### config.mk
export PLATFORM = sky130hd
export DESIGN_NAME = alu
export DESIGN_NICKNAME = d
export VERILOG_FILES = /design/src/rtl/alu_pkg.sv /design/src/rtl/alu_addsub.sv /design/src/rtl/alu.sv
export SDC_FILE = /design/constraint.sdc
export NUM_CORES = 1
export LEC_CHECK = 0
export CAP_MARGIN = 0
export CELL_PAD_IN_SITES_DETAIL_PLACEMENT = 1
export CELL_PAD_IN_SITES_GLOBAL_PLACEMENT = 1
export CORE_MARGIN = 3
export CORE_UTILIZATION = 32
export CTS_BUF_LIST = sky130_fd_sc_hd__clkbuf_4 sky130_fd_sc_hd__clkbuf_8 sky130_fd_sc_hd__clkbuf_16
export DETAILED_ROUTE_END_ITERATION = 10
export HOLD_SLACK_MARGIN = 0.12
export PLACE_DENSITY = 0.77
export SYNTH_ARGS = -nofsm -noshare
export SYNTH_HDL_FRONTEND = slang
export SYNTH_HIERARCHICAL = 1
export SYNTH_SLANG_ARGS = --single-unit
### constraint.sdc
create_clock -name clk -period 2.36 [get_ports clk]
set_clock_uncertainty 0.2 [all_clocks]
set_input_delay 0.59 -clock clk [delete_from_list [all_inputs] [get_ports clk]]
set_output_delay 0.59 -clock clk [all_outputs]
set_load 0.03 [all_outputs]
### src/rtl/alu_pkg.sv
// alu_pkg
// Shared definitions for the ALU slice: the default datapath width and the
// operation codes decoded by the top level.
//
// Optional feature macro: ALU_FLAGS_EN (carry/zero flag outputs on alu).

package alu_pkg;

  // Default operand/result width in bits.
  localparam int ALU_WIDTH = 4;

  // Operation select encoding; all eight codes are defined.
  typedef enum logic [2:0] {
    OP_ADD = 3'b000,
    OP_SUB = 3'b001,
    OP_AND = 3'b010,
    OP_OR  = 3'b011,
    OP_XOR = 3'b100,
    OP_NOT = 3'b101,
    OP_SHL = 3'b110,
    OP_SHR = 3'b111
  } alu_op_e;

endpackage

### src/rtl/alu_addsub.sv
// alu_addsub
// Combinational adder/subtractor shared by the ADD and SUB operations.
//
// Ports:
//   a_i     operand A, unsigned
//   b_i     operand B, unsigned
//   sub_i   0 = a_i + b_i, 1 = a_i - b_i
//   sum_o   result modulo 2**WIDTH
//   carry_o carry out on add, borrow (a_i < b_i) on subtract
//
// Optional feature macro: none (carry_o is always produced; alu decides
// whether to register it depending on ALU_FLAGS_EN).

module alu_addsub
  import alu_pkg::*;
#(
  parameter int WIDTH = ALU_WIDTH
) (
  input  logic [WIDTH-1:0] a_i,
  input  logic [WIDTH-1:0] b_i,
  input  logic             sub_i,
  output logic [WIDTH-1:0] sum_o,
  output logic             carry_o
);

  // One extra bit of headroom: on add the top bit is the carry, on subtract
  // a zero-extended difference goes negative exactly when a < b, so the top
  // bit is then the borrow.
  logic [WIDTH:0] wideResult;

  always_comb begin
    if (sub_i) begin
      wideResult = {1'b0, a_i} - {1'b0, b_i};
    end else begin
      wideResult = {1'b0, a_i} + {1'b0, b_i};
    end
  end

  assign sum_o   = wideResult[WIDTH-1:0];
  assign carry_o = wideResult[WIDTH];

endmodule

### src/rtl/alu.sv
// alu
// Single-cycle-latency ALU. The result of (a op b) is computed
// combinationally and registered on every rising clk edge; there is no
// enable, so a new operation is accepted each cycle.
//
// Ports:
//   clk     rising-edge clock
//   rst     synchronous, active-high reset; clears all outputs
//   a, b    unsigned operands
//   op      operation select (see alu_pkg::alu_op_e)
//   alu_out registered result
//   carry   registered carry/borrow/shift-out flag (ALU_FLAGS_EN only)
//   zero    registered "result is zero" flag       (ALU_FLAGS_EN only)
//
// Optional feature macro: ALU_FLAGS_EN adds the carry and zero ports and
// their registers. alu_out behaves identically in both builds.

module alu
  import alu_pkg::*;
#(
  parameter int WIDTH = ALU_WIDTH
) (
  input  logic             clk,
  input  logic             rst,
  input  logic [WIDTH-1:0] a,
  input  logic [WIDTH-1:0] b,
  input  logic [2:0]       op,
`ifdef ALU_FLAGS_EN
  output logic             carry,
  output logic             zero,
`endif
  output logic [WIDTH-1:0] alu_out
);

  logic [WIDTH-1:0] result_d;
  logic [WIDTH-1:0] result_q;
  logic [WIDTH-1:0] addSubSum;
  logic             isSub;

`ifdef ALU_FLAGS_EN
  logic addSubCarry;
  logic carry_d;
  logic carry_q;
  logic zero_q;
`else
  // Borrow/carry from the adder has no consumer when flags are compiled out.
  logic addSubCarry_unused;
`endif

  assign isSub = (op == OP_SUB);

  alu_addsub #(
    .WIDTH(WIDTH)
  ) u_addsub (
    .a_i    (a),
    .b_i    (b),
    .sub_i  (isSub),
    .sum_o  (addSubSum),
`ifdef ALU_FLAGS_EN
    .carry_o(addSubCarry)
`else
    .carry_o(addSubCarry_unused)
`endif
  );

  // Result selection. Every op code maps to a defined result, so no input
  // combination can leave result_d unknown.
  always_comb begin
    result_d = '0;
    unique case (alu_op_e'(op))
      OP_ADD,
      OP_SUB:  result_d = addSubSum;
      OP_AND:  result_d = a & b;
      OP_OR:   result_d = a | b;
      OP_XOR:  result_d = a ^ b;
      OP_NOT:  result_d = ~a;
      OP_SHL:  result_d = {a[WIDTH-2:0], 1'b0};
      OP_SHR:  result_d = {1'b0, a[WIDTH-1:1]};
      default: result_d = '0;
    endcase
  end

`ifdef ALU_FLAGS_EN
  // Carry source: adder carry/borrow for arithmetic, the bit shifted out for
  // shifts, and 0 for the bitwise logic ops.
  always_comb begin
    carry_d = 1'b0;
    unique case (alu_op_e'(op))
      OP_ADD,
      OP_SUB:  carry_d = addSubCarry;
      OP_SHL:  carry_d = a[WIDTH-1];
      OP_SHR:  carry_d = a[0];
      default: carry_d = 1'b0;
    endcase
  end

  // Flag registers. Zero is derived from the same wrapped result that is
  // captured into alu_out, so it tracks the registered value exactly.
  always_ff @(posedge clk) begin
    if (rst) begin
      carry_q <= 1'b0;
      zero_q  <= 1'b0;
    end else begin
      carry_q <= carry_d;
      zero_q  <= (result_d == '0);
    end
  end

  assign carry = carry_q;
  assign zero  = zero_q;
`endif

  // Result register; reset wins over whatever operation is presented.
  always_ff @(posedge clk) begin
    if (rst) begin
      result_q <= '0;
    end else begin
      result_q <= result_d;
    end
  end

  assign alu_out = result_q;

endmodule

**After elaboration in Yosys (flattened, before gate mapping)**

Index checks and enable logic that the tools add are counted.

- $add $sub $neg: 2
- Reductions and logical operators: 2
- Bitwise operators: 4
- Muxes and demuxes: 2
- Eq/ne operators: 7

Operator list:

| cell | count |
|---|---|
| one-hot mux 4 bit (7 select lines) | 1 |
| == test 3 bit (second input constant) | 4 |
| == test 3 x 2 -> 1 bit (second input constant) | 2 |
| adder 4 bit | 1 |
| bitwise AND 4 bit | 1 |
| 2-to-1 mux 4 bit | 1 |
| NOT 4 bit | 1 |
| bitwise OR 4 bit | 1 |
| subtractor 4 bit | 1 |
| bitwise XOR 4 bit | 1 |
| == test 3 x 1 -> 1 bit (second input constant) | 1 |
| logical NOT 3 bit | 1 |
| OR reduction 2 bit | 1 |

- Register bits after elaboration: 4
- Output and inout bits: 4
- Bits of input ports: 13
- Word-level logic and storage cells: 18

**Longest topological paths before layout**

- Word-level depth: 3
- Gate-level depth with buffers: 11
- Gate-level depth less buffers: 10

**Hierarchy**

The synthesis kept the hierarchy.

By module, submodules not included:

| module | seq. area each (um2) | cells an instance | area each (um2) | times used |
|---|---|---|---|---|
| alu | 80.1 | 63 | 504.2 | 1 |
| alu_addsub | 0.0 | 27 | 209.0 | 1 |

**Least setup slack after synthesis**

Ideal clock, no wire load.

- Path kind: input to register
- Start point: input port op[0]
- End point: register result_q[2] (netlist: alu_out[2])
- Arrival time: 2.200 ns
- Required time: 2.032 ns
- Cell stages on the path: 9
- Slack: -0.168 ns
- Path buffers: 2
- Cell sequence: buf_6 > buf_6 > and3_2 > mux2i_1 > fa_1 > xor2_1 > nor2b_1 > a311oi_1 > a311oi_1

- Longest elaborated chain between the ends: 3
- Elaborated cells between the ends (all ways): 11
- Those cells by class: eq/ne (7); mux (2); reduce/logical (2)

RTL lines:

| what | line | RTL |
|---|---|---|
| from (decl) | alu.sv:27 | `input logic [2:0] op,` |
| == test 3 x 1 -> 1 bit | alu.sv:50 | `assign isSub = (op == OP_SUB);` |
| named net isSub | alu.sv:38 | `logic isSub;` |
| 2-to-1 mux 4 bit | alu_addsub.sv:32 | `if (sub_i) begin` |
| named net addSubSum[2] | alu.sv:37 | `logic [WIDTH-1:0] addSubSum;` |
| one-hot mux 4 bit (7 select lines) | alu.sv:70 | `unique case (alu_op_e'(op))` |
| to (signal assigned) | alu.sv:118 | `result_q <= result_d;` |
| to (decl) | alu.sv:36 | `logic [WIDTH-1:0] result_q;` |

The timed path passes the listed nets, and every way through them passes these cells.
A chain may end at the register's enable or synchronous reset.

**Worst setup path in the final report**

- Start point: input port op[1]
- End point: register result_q[3] (netlist: alu_out[3])

Same word-level chain as after synthesis.

==> summary by stage <==
Status
The run finished with clean final reports.

Critical path
Among the stages of the critical path, the cell type that occurs most often is a21oi_2. The signal on the critical path passes through buf_8 > clkinv_4 > and3_4 > nor2_4 > xnor2_2 > ha_1 > a21oi_2 > nand2_1 > xor2_1 > a21oi_2 > a221oi_2. STA puts the critical path data arrival time at 2.23 ns. The worst setup path is captured at a register. The class of the most critical setup path is in -> reg. Together, buffers and inverters on the worst path number 2. The worst setup path is launched from an input port.

The most critical setup path has its endpoint at alu_out[3]. The critical path starts at op[1]. The kind of cell with the highest combined delay along the critical path is compound AO/OA/AOI/OAI gates. For the worst setup path, the data required time is 2.30 ns. For this design, the slowest cell found on the critical path is ha_1. The cell count along the critical path is 11. Along the worst path, the maximum fanout reaches 3. The worst stage delay on the critical path is 0.36 ns.

Power and ir drop
Power comes to 350 uW. For this design the ratio of total power to cell area is 349 nW/um^2. For this design the static power due to leakage is 0.490 nW. IR analysis of the VDD net gives a maximum drop of 0.183 mV.

Global routing
Entering global routing, the biggest net connects 19 pins. Global routing finished with a remaining overflow of 0. For this run, the total global-route usage over all layers was measured as 0.154. The first global-routing pass estimated 3060 um of wire. The number of antenna violations at the first check in global routing is 0. The number of global-route vias before repair came to 686.

Synthesis
Synthesis produced a netlist whose cell count is 85. Yosys printed 6 warnings. A synthesized cell averages 7.99 sq um. The synthesized netlist occupies a cell area of 679 sq um. The net count after synthesis is 112.

Drt
The number of detailed-route iterations in the first pass is 4. The wire length per cell after detailed routing is 14.3 um. After detailed routing, the total wire length is 1970 um.

The DRC violation total after the first TritonRoute iteration is 9. The remaining number of nets flagged by the antenna check after routing is 0. The ratio of routed vias to standard cells is 4.84. The number of remaining DRC errors is 0.

The routed via count is 668.

Die
In this run the core area contains 16 standard-cell rows. In this run the count of I/O pins placed on the die edge is 17. For this configuration, the core starts out at a cell density of 0.343. The die outline height is 52.1 um. The area of the core region is 1980 sq um. The total die area is 2710 sq um. Measured along the x axis, the die boundary spans 52.1 um.

Placement
The detailed placer's ending HPWL is 1580 um. The routability congestion estimate from global placement is 0.815. The number of placed instances, taps included is 135. Before CTS, the worst setup slack after placement is -0.572 ns. The port buffer count is 16.

Clocking
Clock-pin slew was measured on the worst setup and hold paths at 0.03 ns. The clock root buffer master is clkbuf_4. The number of clock buffers added by TritonCTS is 3. TritonCTS built the clock tree. In this run the number of H-tree levels came out at 1.

After clock tree synthesis, the setup repair step added 0 buffers. The number of hold buffers added after CTS was 0. The CTS sink count is 4. The longest clock path from root to sink contains 2 buffers.

Cells and area
The number of antenna diodes in the final layout is 0. The register with the most flip-flops in the layout has 4 of them. The post-route non-filler standard cell count is 138. Of the cells placed in the final design, the portion with a size suffix greater than 1 is 0.351. At the end of the flow, the number of nets in the layout was 140. Measured on the finished design, the core utilization comes to 0.507. Relative to the synthesized area, the layout overhead comes to 47.9%.

Timing
Counting I/O delays and the setup requirement, the final critical path takes 2.29 ns. The fmax is 437 MHz. In the finished design, the share of the clock period the worst path needs comes to 0.969.

The final hold violation count came to 0. The max-slew violation count was 0. Setup violations remaining at the end of the flow were counted as 0.

The worst max-slew margin expressed relative to the limit is 0.789. At the pin with the least slew margin, the transition time is 0.315 ns. Setup total negative slack on the finished layout was measured at 0 ns.

The minimum setup slack in the final design is 0.0724 ns. Setup repair after global routing could not meet its margin everywhere.

Job
The tool flagged a number of max-cap violations equal to 0.

Hold path
The worst hold path belongs to the class in -> reg.
==> worst min-delay path by stage <==
stage | start | endpoint | cells after the start
after floorplan | rst | alu_out[0] | 1
after global placement | rst | alu_out[1] | 2
after detailed placement | rst | alu_out[1] | 2
after CTS | op[1] | alu_out[2] | 4
after global routing | op[2] | alu_out[2] | 3
final | op[2] | alu_out[2] | 3
==> timing repair <==
| item | CTS | global route |
|---|---|---|
| resized for setup | 13 | 24 |
| pin swaps | 10 | 10 |
| endpoints found under the setup margin | 3 | 2 |
==> power by group <==
part | switching, mW | total [mW] | internal (mW)
clock | 0.0251 | 0.0817 | 0.0567
sequential | 0.00171 | 0.0766 | 0.0749
combinational | 0.0971 | 0.192 | 0.0948
total | 0.124 | 0.350 | 0.226
==> per-layer routing <==
metal	global-route usage	wire length [um]	up-vias
met3	0.0115	48	2
met2	0.276	1050	10
met1	0.177	866	314
li1	-	-	342
met5	0	0	-
met4	0.0873	12	0
==> metrics by stage <==
| step | instance area (sq um) | hold WS (ns) |
|---|---|---|
| after floorplan | 696 | 0.462 |
| after global placement | 927 | 1.07 |
| after detailed placement | 927 | 1.07 |
| after CTS | 968 | 0.693 |
| after global routing | 1000 | 0.570 |
| final | 1000 | 0.563 |
==> area by class of cell <==
| type | count | area [sq um] |
|---|---|---|
| Tap cell | 27 | 33.8 |
| Multi-Input combinational cell | 62 | 567 |
| Sequential cell | 4 | 80.1 |
| Clock buffer | 3 | 22.5 |
| Timing Repair Buffer | 27 | 238 |
| Fill cell | 241 | 977 |
| Inverter | 15 | 63.8 |
==> worst min-delay path, cell delays in order <==
cell and delay (ns):
buf_6 0.08, buf_4 0.15, a311oi_1 0.11
==> layout by cell type, fill, tap and decap left out, drive strengths merged, types with 2 or more instances in the layout <==
cell / n
nor2: 4
nor3: 3
dfxtp: 4
mux2i: 2
clkbuf: 6
xnor2: 2
nor2b: 4
and3: 3
o21ai: 5
a21oi: 2
clkdlybuf4s50: 8
buf: 13
o211ai: 2
and2b: 2
ha: 13
dlymetal6s2s: 2
inv: 14
xor2: 2
a311oi: 4
nand2: 5
Note: power is estimated with default switching activity, not from simulation.
